**config.mk**
```make
export PLATFORM = sky130hd
export DESIGN_NAME = fetch_unit
export DESIGN_NICKNAME = d
export VERILOG_FILES = /design/src/rtl/cpu_types_pkg.sv /design/src/rtl/pc_next.sv /design/src/rtl/fetch_unit.sv
export SDC_FILE = /design/constraint.sdc
export NUM_CORES = 1
export LEC_CHECK = 0
export ABC_AREA = 1
export CAP_MARGIN = 40
export CELL_PAD_IN_SITES_DETAIL_PLACEMENT = 1
export CELL_PAD_IN_SITES_GLOBAL_PLACEMENT = 2
export CORE_MARGIN = 3
export CORE_UTILIZATION = 25
export DETAILED_ROUTE_END_ITERATION = 16
export HOLD_SLACK_MARGIN = 0.08
export PLACE_DENSITY_LB_ADDON = 0.15
export SETUP_SLACK_MARGIN = 0.2
export SYNTH_ARGS = -nofsm -noshare
export SYNTH_HDL_FRONTEND = slang
export SYNTH_SLANG_ARGS = --single-unit
```
**constraint.sdc**
```tcl
create_clock -name CLK -period 2.95 [get_ports CLK]
set_clock_uncertainty 0.1 [all_clocks]
set_input_delay 0.59 -clock CLK [delete_from_list [all_inputs] [get_ports CLK]]
set_output_delay 0.59 -clock CLK [all_outputs]
set_load 0.02 [all_outputs]
```
**src/rtl/cpu_types_pkg.sv**
```systemverilog
// Shared CPU types: word bus type, fetch FSM state encoding and the reset PC.
package cpu_types_pkg;

    typedef logic [31:0] word_t;

    typedef enum logic [1:0] {
        FETCH  = 2'd0,
        EXEC   = 2'd1,
        HALTED = 2'd2
    } fetch_state_t;

    localparam word_t PC_INIT_DEFAULT = 32'h0000_0000;

endpackage

```
**src/rtl/pc_next.sv**
```systemverilog
// Combinational next-PC select: JR beats Jump beats Branch beats sequential PC+4.
module pc_next
    import cpu_types_pkg::*;
(
    input  word_t       pc_plus4,
    input  logic [25:0] jtarget,
    input  logic        Branch,
    input  logic        Jump,
    input  logic        JR,
    input  word_t       br_off,
    input  word_t       jr_addr,
    output word_t       npc
);

    always_comb begin
        npc = pc_plus4;
        if (JR)
            npc = jr_addr;
        else if (Jump)
            npc = {pc_plus4[31:28], jtarget, 2'b00};
        else if (Branch)
            npc = pc_plus4 + (br_off << 2);
    end

endmodule

```
**src/rtl/fetch_unit.sv**
```systemverilog
// Instruction fetch unit: FETCH/EXEC/HALTED sequencer, PC and instruction registers.
// Optional FETCH_STALL_CNT_EN adds a saturating stall_cnt output.
//
// state  | meaning
// FETCH  | iREN high, waiting for ihit to latch imemload
// EXEC   | instr valid, waiting for retire (no data access, or dhit)
// HALTED | frozen until reset
module fetch_unit
    import cpu_types_pkg::*;
#(
    parameter word_t PC_INIT = PC_INIT_DEFAULT
) (
    input  logic  CLK,
    input  logic  nRST,
    input  logic  ihit,
    input  word_t imemload,
    input  logic  dreq,
    input  logic  dhit,
    input  logic  halt,
    input  logic  Branch,
    input  logic  Jump,
    input  logic  JR,
    input  word_t br_off,
    input  word_t jr_addr,
    output logic  iREN,
    output word_t imemaddr,
    output word_t instr,
    output logic  instr_valid,
    output word_t pc_plus4
`ifdef FETCH_STALL_CNT_EN
    ,
    output word_t stall_cnt
`endif
);

    fetch_state_t state, state_nxt;
    word_t        pc, npc;
    logic         latch_instr, load_pc;

    assign imemaddr = pc;
    assign pc_plus4 = pc + 32'd4;

    pc_next u_pc_next (
        .pc_plus4 (pc_plus4),
        .jtarget  (instr[25:0]),
        .Branch   (Branch),
        .Jump     (Jump),
        .JR       (JR),
        .br_off   (br_off),
        .jr_addr  (jr_addr),
        .npc      (npc)
    );

    always_ff @(posedge CLK or negedge nRST) begin
        if (!nRST) begin
            state <= FETCH;
            pc    <= PC_INIT;
            instr <= '0;
        end else begin
            state <= state_nxt;
            if (load_pc)
                pc <= npc;
            if (latch_instr)
                instr <= imemload;
        end
    end

    // halt is checked first so a coincident retire never moves the PC
    always_comb begin
        state_nxt   = state;
        iREN        = 1'b0;
        instr_valid = 1'b0;
        latch_instr = 1'b0;
        load_pc     = 1'b0;
        case (state)
            FETCH: begin
                iREN = 1'b1;
                if (halt) begin
                    state_nxt = HALTED;
                end else if (ihit) begin
                    latch_instr = 1'b1;
                    state_nxt   = EXEC;
                end
            end
            EXEC: begin
                instr_valid = 1'b1;
                if (halt) begin
                    state_nxt = HALTED;
                end else if (!dreq || dhit) begin
                    load_pc   = 1'b1;
                    state_nxt = FETCH;
                end
            end
            HALTED: state_nxt = HALTED;
            default: state_nxt = FETCH;
        endcase
    end

`ifdef FETCH_STALL_CNT_EN
    logic stall_cyc;

    assign stall_cyc = ((state == FETCH) && !ihit) ||
                       ((state == EXEC) && dreq && !dhit);

    always_ff @(posedge CLK or negedge nRST) begin
        if (!nRST)
            stall_cnt <= '0;
        else if (stall_cyc && (stall_cnt != 32'hFFFF_FFFF))
            stall_cnt <= stall_cnt + 32'd1;
    end
`endif

endmodule

```
Word level (Yosys, flattened, before mapping)

Cells that the tools add are included.

$add $sub $neg: 2
Reduce and logical (&&, ||, !) cells: 4
Eq/ne operators: 4
Mux-type cells: 16

Operators with widths:

| cell                    | number |
|---|---|
| $mux W32                | 3 |
| $add A32 B3 Y32 const B | 1 |
| $add A32 B32 Y32        | 1 |
| $mux W1                 | 8 |
| $mux W2                 | 4 |
| $ne A3 B3 Y1 const B    | 2 |
| $pmux W2 S3             | 1 |
| $eq A2 B1 Y1 const B    | 1 |
| $eq A2 B2 Y1 const B    | 1 |
| $logic_not A2 Y1        | 1 |
| $reduce_and A2 Y1       | 1 |
| $logic_not A1 Y1        | 1 |
| $logic_or A1 B1 Y1      | 1 |

Bits of input ports: 105
Bits in registers: 66
Logic and storage cells: 29
Output and inout port bits: 98

Longest topological paths before layout

Depth after elaboration: 5
Mapped depth: 25
Depth with buffers taken out: 25

Modules after synthesis

Synthesis repeated with hierarchy kept, for this count alone.

Cell total of the unflattened synthesis: 1031
Area total of the unflattened synthesis: 6298.5 µm²

By module, submodules not included:

| module     | instances | cells each | area an instance (µm²) | sequential area each (µm²) |
|---|---|---|---|---|
| fetch_unit | 1         | 450        | 3440.8                 | 1651.6 |
| pc_next    | 1         | 581        | 2857.7                 | 0.0 |

Worst setup path before layout

OpenSTA, ideal clock, no wires.

Kind: flip-flop to flip-flop
Start: register pc[3] (netlist: imemaddr[3])
End: register pc[30] (netlist: imemaddr[30])
Arrival: 2.755 ns
Setup time: 0.117 ns
Setup slack: -0.021 ns
Data required time: 2.733 ns
Cell stages (with the launch flop): 20
Buffers on the path: 0
Clock period less this slack: 2.971 ns
Cell sequence: dfrtp_1 -> ha_1 -> inv_1 -> nor2_4 -> nand2_2 -> nor2_4 -> inv_2 -> nor2_4 -> xor2_2 -> ha_1 -> nand2_1 -> inv_1 -> a21oi_1 -> o21ai_0 -> a21oi_1 -> nand3_1 -> nand3_1 -> nand2_1 -> nand2_1 -> nand2_1

Longest elaborated chain between the ends: 5

Ends and longest elaborated chain:

| item                   | line             | text |
|---|---|---|
| start, declared        | fetch_unit.sv:37 | `word_t pc, npc;` |
| start signal, assigned | fetch_unit.sv:62 | `pc <= npc;` |
| $add A32 B3 Y32        | fetch_unit.sv:41 | `assign pc_plus4 = pc + 32'd4;` |
| via pc_plus4[16]       | fetch_unit.sv:29 | `output word_t pc_plus4` |
| $add A32 B32 Y32       | pc_next.sv:22    | `npc = pc_plus4 + (br_off << 2);` |
| $mux W32               | pc_next.sv:21    | `else if (Branch)` |
| $mux W32               | pc_next.sv:19    | `else if (Jump)` |
| $mux W32               | pc_next.sv:17    | `if (JR)` |

The timed path passes the listed nets, and every way through them passes these cells.
A chain may end at the register's enable or synchronous reset.

Worst setup path in the final report

Start: register pc[3] (netlist: imemaddr[3])
End: register pc[21] (netlist: imemaddr[21])

Longest elaborated chain between the ends: 5

Ends and longest elaborated chain:

| item              | line |
|---|---|
| $add A32 B3 Y32 * | fetch_unit.sv:41 |
| $add A32 B32 Y32  | pc_next.sv:22 |
| $mux W32 *        | pc_next.sv:21 |
| $mux W32 *        | pc_next.sv:19 |
| $mux W32 *        | pc_next.sv:17 |

Every way passes the cells marked *; elsewhere a longest branch is shown, timed or not.

==> run_results.csv <==
group,metric,value,unit
clock_tree,clkLatencyLatePin,330,ps
synth,synth-edff-count,0,
global_route,antenna_found_initial,0,
placed_design,dp_cells,1730,
clock_tree,cts_sinks,66,
routing,totalWireLength,32600,µm
outcome,status,"finished, violations left",
cells_and_area,fin_cells,1791,
clock_tree,clock_path_buffers,2,
routing,drc,0,
routing,drtAntennaViolNets,0,
synth,synth-seq-cells,66,
critical_path,rr_startpoint,"imemaddr[3]",
critical_path,reg2reg_slack,-100,ps
critical_path,crit_buf_inv,7,
sta,slew_viol_final,0,
placed_design,numPortBuffers,200,
floorplanning,chipWidth,167,µm
synth,synth_nets,1165,
routing,wl_per_cell,18.2,µm
power,total_power,12.9,mW
clock_tree,cts_tree,"built",
floorplanning,fp.dieArea,27900,µm²
floorplanning,std_cell_rows,58,
critical_path,path_class,"reg2reg",
outcome,violations,"setup timing",
sta,worst_pin_slew,635,ps
critical_path,cp.required,3080,ps
critical_path,r2r_end,"imemaddr[21]",
global_route,grt_max_degree,45,
cells_and_area,final.fill_count,3050,
routing,drt-initial-drc-count,294,
clock_tree,path_clk_slew,60,ps
clock_tree,numCtsBuffers,9,
global_route,grt-ovfl-total,0,
flow_run,drv_cap,0,
critical_path,rr_worst_depth,24,
cells_and_area,drive_gt1_share,45.4,%
routing,dr_total_vias,8254,
worst_hold_path,hold_class,"in2async",
critical_path,cpMostUsedCell,"nand2_1",
global_route,grt_use_total,22.5,%
sta,setup_viol,19,
critical_path,critPathLaunchType,"register",
floorplanning,die_h,167,µm
critical_path,critPathCaptureType,"register",
routing,drt-pass1-iter-count,4,
cells_and_area,layout.nets,1598,
power,power_density,1010,nW/µm²
global_route,grt_pass1_vias,8895,
synth,async_flop_share,100,%
power,peakVddDrop,0.000465,V
floorplanning,ios,203,
placed_design,routabilityCongestion,0.860,
sta,finalCriticalPeriod,3050,ps
synth,synth_cell_types,43,
floorplanning,core_area,25300,µm²
critical_path,critical_path_peak_fanout,4,
cells_and_area,syn_to_final_growth,96.9,%
synth,synth_flop_cell,"dfrtp_1",
clock_tree,cts_max_level,3,
placed_design,dp_hpwl,25500,µm
floorplanning,start_util,25.6,%
synth,synthCells,1023,
cells_and_area,diodes,0,
synth,synth_warnings,0,
sta,hold_viol,0,
synth,avgSynthCellArea,6.33,µm²
sta,post-route-period-util,103,%
critical_path,crit_family,"simple AND/OR/NAND/NOR gates",
synth,synth-seq-area-share,25.5,%
sta,max-slew-margin-rel,57.7,%
synth,synth_area,6470,µm²
placed_design,place_ws,-318,ps
sta,rsz0062_at_grt,"yes",
critical_path,slowest_delay,430,ps
sta,fmax,0.328,GHz
power,cellLeakagePower,6.08,nW
critical_path,cpMaxStageDelayCell,"dfrtp_2",
critical_path,cp_cell_sequence,"ha_4 > inv_6 > nor2_4 > nand2_2 > buf_4 > buf_6 > buf_6 > nand2_4 > inv_4 > ha_4 > buf_6 > nand2_2 > nand2_2 > inv_4 > o21bai_1 > nand2_1 > nand3b_1 > nand2_1 > nand2_1 > nand2_1 > nand3_2 > nand2_1 > nand2_1 > nand2_1",
sta,worst_slack,-101,ps
global_route,grt_pass1_wl,49400,µm
routing,viasPerCell,4.61,
critical_path,cp_data_arrival_time,3180,ps
clock_tree,cts_root_buffer,"clkbuf_16",
final cells by class:
cell class | instances | area (µm²) | share of cell area [%]
Clock buffer | 10 | 239 | 1.88
Timing Repair Buffer | 446 | 4040 | 31.7
Tap cell | 330 | 413 | 3.24
Multi-Input combinational cell | 785 | 5730 | 45.0
Inverter | 148 | 584 | 4.59
Clock inverter | 6 | 71.3 | 0.560
Sequential cell | 66 | 1670 | 13.1
cell usage after synthesis, types with 2 or more instances:
cell type | count | area share, %
a221oi_1 | 3 | 0.41
dfrtp_1 | 66 | 26
a21o_1 | 3 | 0.35
xor2_1 | 11 | 1.5
nor2_2 | 6 | 0.58
o21ai_0 | 29 | 2.2
nand4_1 | 8 | 0.77
nand3_1 | 63 | 4.9
nor3_2 | 6 | 0.93
o21ai_1 | 5 | 0.39
o221ai_1 | 2 | 0.27
o21bai_1 | 5 | 0.58
nand2_1 | 342 | 20
inv_1 | 145 | 8.4
a21oi_1 | 62 | 4.8
clkinv_1 | 2 | 0.12
o211ai_1 | 9 | 1.0
clkbuf_1 | 15 | 0.87
or2_2 | 3 | 0.29
buf_2 | 7 | 0.54
nor2_4 | 8 | 1.4
nor3_1 | 10 | 0.77
nand2_2 | 6 | 0.58
nand2_4 | 2 | 0.35
buf_4 | 2 | 0.23
mux2_2 | 32 | 5.6
nand3b_1 | 4 | 0.46
ha_1 | 36 | 7.0
and2_1 | 7 | 0.68
xor2_2 | 2 | 0.50
nor2_1 | 110 | 6.4
through the flow:
stage / cell area (µm²) / TNS (ps) / hold slack (ps) / util (%)
6_report: 12700 / -873 / 159 / 50.3
5_1_grt: 12700 / -4650 / 188 / 50.3
4_1_cts: 12000 / -596 / 171 / 47.2
3_5_place_dp: 10400 / -5240 / 397 / 41.2
3_3_place_gp: 10400 / -4170 / 366 / 41.2
2_1_floorplan: 6580 / 0 / 194 / -
flip-flops by register name, indices dropped and copies added (netlist names):
name and count:
imemaddr 32, instr 32, state 2
power breakdown:
| group | internal, mW | switching, mW |
|---|---|---|
| clock network | 0.686 | 0.456 |
| registers | 1.35 | 0.463 |
| logic | 4.71 | 5.22 |
worst max path at each step:
stage	from	to	cells after the start
after CTS	imemaddr[3]	imemaddr[30]	20
after detailed placement	imemaddr[3]	imemaddr[16]	22
final	imemaddr[3]	imemaddr[21]	24
after floorplan	imemaddr[3]	imemaddr[30]	19
after global routing	imemaddr[2]	imemaddr[13]	21
after global placement	imemaddr[3]	imemaddr[16]	22
logic make-up after synthesis:
group,after synthesis,synth area share (%)
AO/OA/AOI/OAI,125,10.9
adder cells (fa/ha/maj),37,7.27
XOR/XNOR,13,1.99
AND/OR/NAND/NOR,578,38.5
flip-flops,66,25.5
buffers and inverters,172,10.2
multiplexers,32,5.57
routing by layer:
metal | wire, µm | global-route usage (%) | share of wire, %
met1 | 14700 | 30.4 | 45
met2 | 15600 | 37.6 | 48
met3 | 1940 | 4.27 | 6.0
met4 | 330 | 4.63 | 1.0
met5 | 0 | 0 | 0
cell usage in the layout (no fill, tap or decap), drive strengths merged, types with 2 or more instances in the layout:
cell type / Yosys / layout
clkdlybuf4s50: 0 / 172
a21oi: 62 / 62
clkbuf: 15 / 14
nand3b: 4 / 4
buf: 9 / 267
a221oi: 3 / 3
o21ai: 34 / 34
clkinvlp: 0 / 2
ha: 36 / 36
mux2: 32 / 32
xor2: 13 / 13
or2: 3 / 3
nand4: 8 / 8
a21o: 3 / 3
o211ai: 9 / 9
dfrtp: 66 / 66
o21bai: 5 / 5
dlygate4sd2: 0 / 2
nand2: 350 / 350
and2: 7 / 7
clkinv: 2 / 4
nor3: 16 / 16
o221ai: 2 / 2
inv: 146 / 147
nand3: 64 / 64
nor2: 125 / 125
what timing repair did:
| item | CTS | global route |
|---|---|---|
| hold buffers | 0 | 0 |
| setup endpoints to repair | 54 | 50 |
| pin swaps | 93 | 98 |
| gates resized for setup | 357 | 196 |
| buffers inserted | 26 | 19 |
Note: power is estimated with default switching activity, not from simulation.
==> RTL change, RTL diff (config.mk and constraints unchanged) <==
Register the output `pc_plus4`; this adds one clock of latency there. The other outputs are not delayed to match.
--- a/src/rtl/fetch_unit.sv
+++ b/src/rtl/fetch_unit.sv
@@ -33,15 +33,17 @@
 `endif
 );
 
+    word_t pc_plus4_d;
+
     fetch_state_t state, state_nxt;
     word_t        pc, npc;
     logic         latch_instr, load_pc;
 
     assign imemaddr = pc;
-    assign pc_plus4 = pc + 32'd4;
+    assign pc_plus4_d = pc + 32'd4;
 
     pc_next u_pc_next (
-        .pc_plus4 (pc_plus4),
+        .pc_plus4 (pc_plus4_d),
         .jtarget  (instr[25:0]),
         .Branch   (Branch),
         .Jump     (Jump),
@@ -110,5 +112,9 @@
     end
 `endif
 
+    always_ff @(posedge CLK) begin
+        pc_plus4 <= pc_plus4_d;
+    end
+
 endmodule
 
Check against the original RTL: not equivalent (a bounded check fails within 4 cycles, from zero or initial values and one cycle with nRST low).
==> RTL change against the unedited design <==
The run still ends with negative setup slack left; worst hold slack worse by 0.051 ns; worst setup slack worse by 0.059 ns; power rose by 11%; first-iteration DRC count up 40%; sequential power rose by 36%; sequential share of layout area increased by 4.2 points; final area grew 4.9%; area after synthesis up 8.2%; sequential cell count grew 32; routed wire length increased by 7.0%; non-clock buffer count down 6; critical endpoint is now imemaddr[30]; largest power group unchanged.
==> RTL change: results (changes against the unedited design) <==
synth:
  ys_types: 44  # was 43
  yosys-top-cells-area: "dfrtp_1 24%, nand2_1 17%, dfxtp_1 9.1%"  # was dfrtp_1 26%, nand2_1 20%, inv_1 8.4%
  synth.avg_cell_area_um2: 6.788  # was 6.327 µm²
  synth_common_cells: "326 x nand2_1, 129 x inv_1, 113 x nor2_1"  # was 342 x nand2_1, 145 x inv_1, 110 x nor2_1
  synth.yosys.seq_area_share_pct: 32.72  # was 25.52%
  async_reset_ff_share_pct: 67.35  # was 100.0%
  syn_nets: 1174  # was 1165
  yosys_warnings: 0  # unchanged
power:
  pg_seq_mw: 2.48  # was 1.82 mW
  max-vdd-ir-drop_v: 0.0003972  # was 0.0004650 V
  powerComb_mw: 10.5  # was 9.93 mW
  power.share.switching_pct: 46.46  # was 47.62%
  p_leak_nw: 6.227  # was 6.080 nW
  p_clk_mw: 1.26  # was 1.14 mW
cells_and_area:
  drive_gt1_share_pct: 43.43  # was 45.45%
  diodes: 0  # unchanged
  stdcell_count: 1834  # was 1791
  fin_nets: 1599  # was 1598
status:
  violations: "negative setup slack"  # unchanged
  status: "finished, violations left"  # unchanged
global_routing:
  grt_max_degree: 48  # was 45
  grt_pass1_vias: 8867  # was 8895
  grt_pass1_wl_um: 50140  # was 49400 µm
  grt_usage_pct: 21.51  # was 22.47%
  antenna_found_initial: 0  # unchanged
critical_path:
  slowest_stage: "dfrtp_1"  # was dfrtp_2
  cp.arrival_ns: 3.31  # was 3.18 ns
  cp_max_fo: 4  # unchanged
  slowest_delay_ns: 0.43  # about the same
cts:
  cts-root-buf: "clkbuf_16"  # unchanged
  clk_pin_slew_ns: 0.08  # was 0.06 ns
  ctsHtreeMaxLevel: 3  # unchanged
  clock_latency_ns: 0.36  # was 0.33 ns
  ctsLongestPathBuffers: 2  # unchanged
  cts_buffers: 9  # unchanged
timing:
  slew_headroom_pct: 61.43  # was 57.68%
  fin_ws_ns: -0.1604  # was -0.1009 ns
  final.setup.tns_ns: -0.8536  # was -0.8726 ns
  finalSetupViolations: 15  # was 19
route:
  vias: 8377  # was 8254
  drt_iter0_markers: 413  # was 294
  wirelength_um: 34830  # was 32560 µm
place:
  place_ws_ns: -0.4930  # was -0.3181 ns
  io_buffers: 200  # unchanged
  place_congestion: 0.8363  # was 0.8600
  placed_cell_area_mm2: 0.01084  # was 0.01045 mm²
  hpwl_um: 26450  # was 25470 µm
RTL change: timing repair:
action,4_1_cts,5_1_grt
pin swaps,67,124
setup endpoints to repair,26,27
setup buffers,24,22
gates resized for setup,238,217
RTL change: worst max-delay path, delay by kind of cell, from the launching register on:
family                   cells  cell delay, ns
AND/OR/NAND/NOR             16            1.48
AO/OA/AOI/OAI                2            0.26
adder cells (fa/ha/maj)      1            0.23
flip-flops                   1            0.43
buffers and inverters        5            0.56
RTL change: layer usage:
layer | routed length [µm] | global-route usage, %
met2 | 17240 | 37.05
met5 | 0 | 0
met4 | 357 | 3.682
met1 | 15470 | 28.03
met3 | 1761 | 4.643
RTL change: final timing paths:
| check | startpoint | endpoint | slack [ns] | depth (start not counted) |
|---|---|---|---|---|
| max | imemaddr[6] | imemaddr[30] | -0.16 | 24 |
| min | nRST | instr[3] | 0.11 | 1 |
| max reg2reg | imemaddr[6] | imemaddr[30] | -0.16 | 24 |
| min reg2reg | imemaddr[0] | pc_plus4[0] | 0.31 | 0 |
| max in group asynchronous | nRST | imemaddr[19] | 1.94 | 2 |
| min in group CLK | imemaddr[0] | pc_plus4[0] | 0.31 | 0 |
RTL change: final cells by class:
class,count,area (µm²)
well taps,372,465.4
multi-input cells,778,5848
fillers,3241,13890
flip-flops and latches,98,2305
repair buffers,440,3955
inverters,130,490.5
clock buffers,10,239.0
clock inverters,6,57.56
RTL change: cells by family (layout without fill, tap and decap cells):
group,Yosys count,count (layout),synth area share [%]
AO/OA/AOI/OAI,114,114,8.984
XOR/XNOR,18,18,2.572
adder cells (fa/ha/maj),37,37,6.715
buffers and inverters,156,586,8.698
flip-flops,98,98,32.72
multiplexers,32,32,5.144
AND/OR/NAND/NOR,577,577,35.17
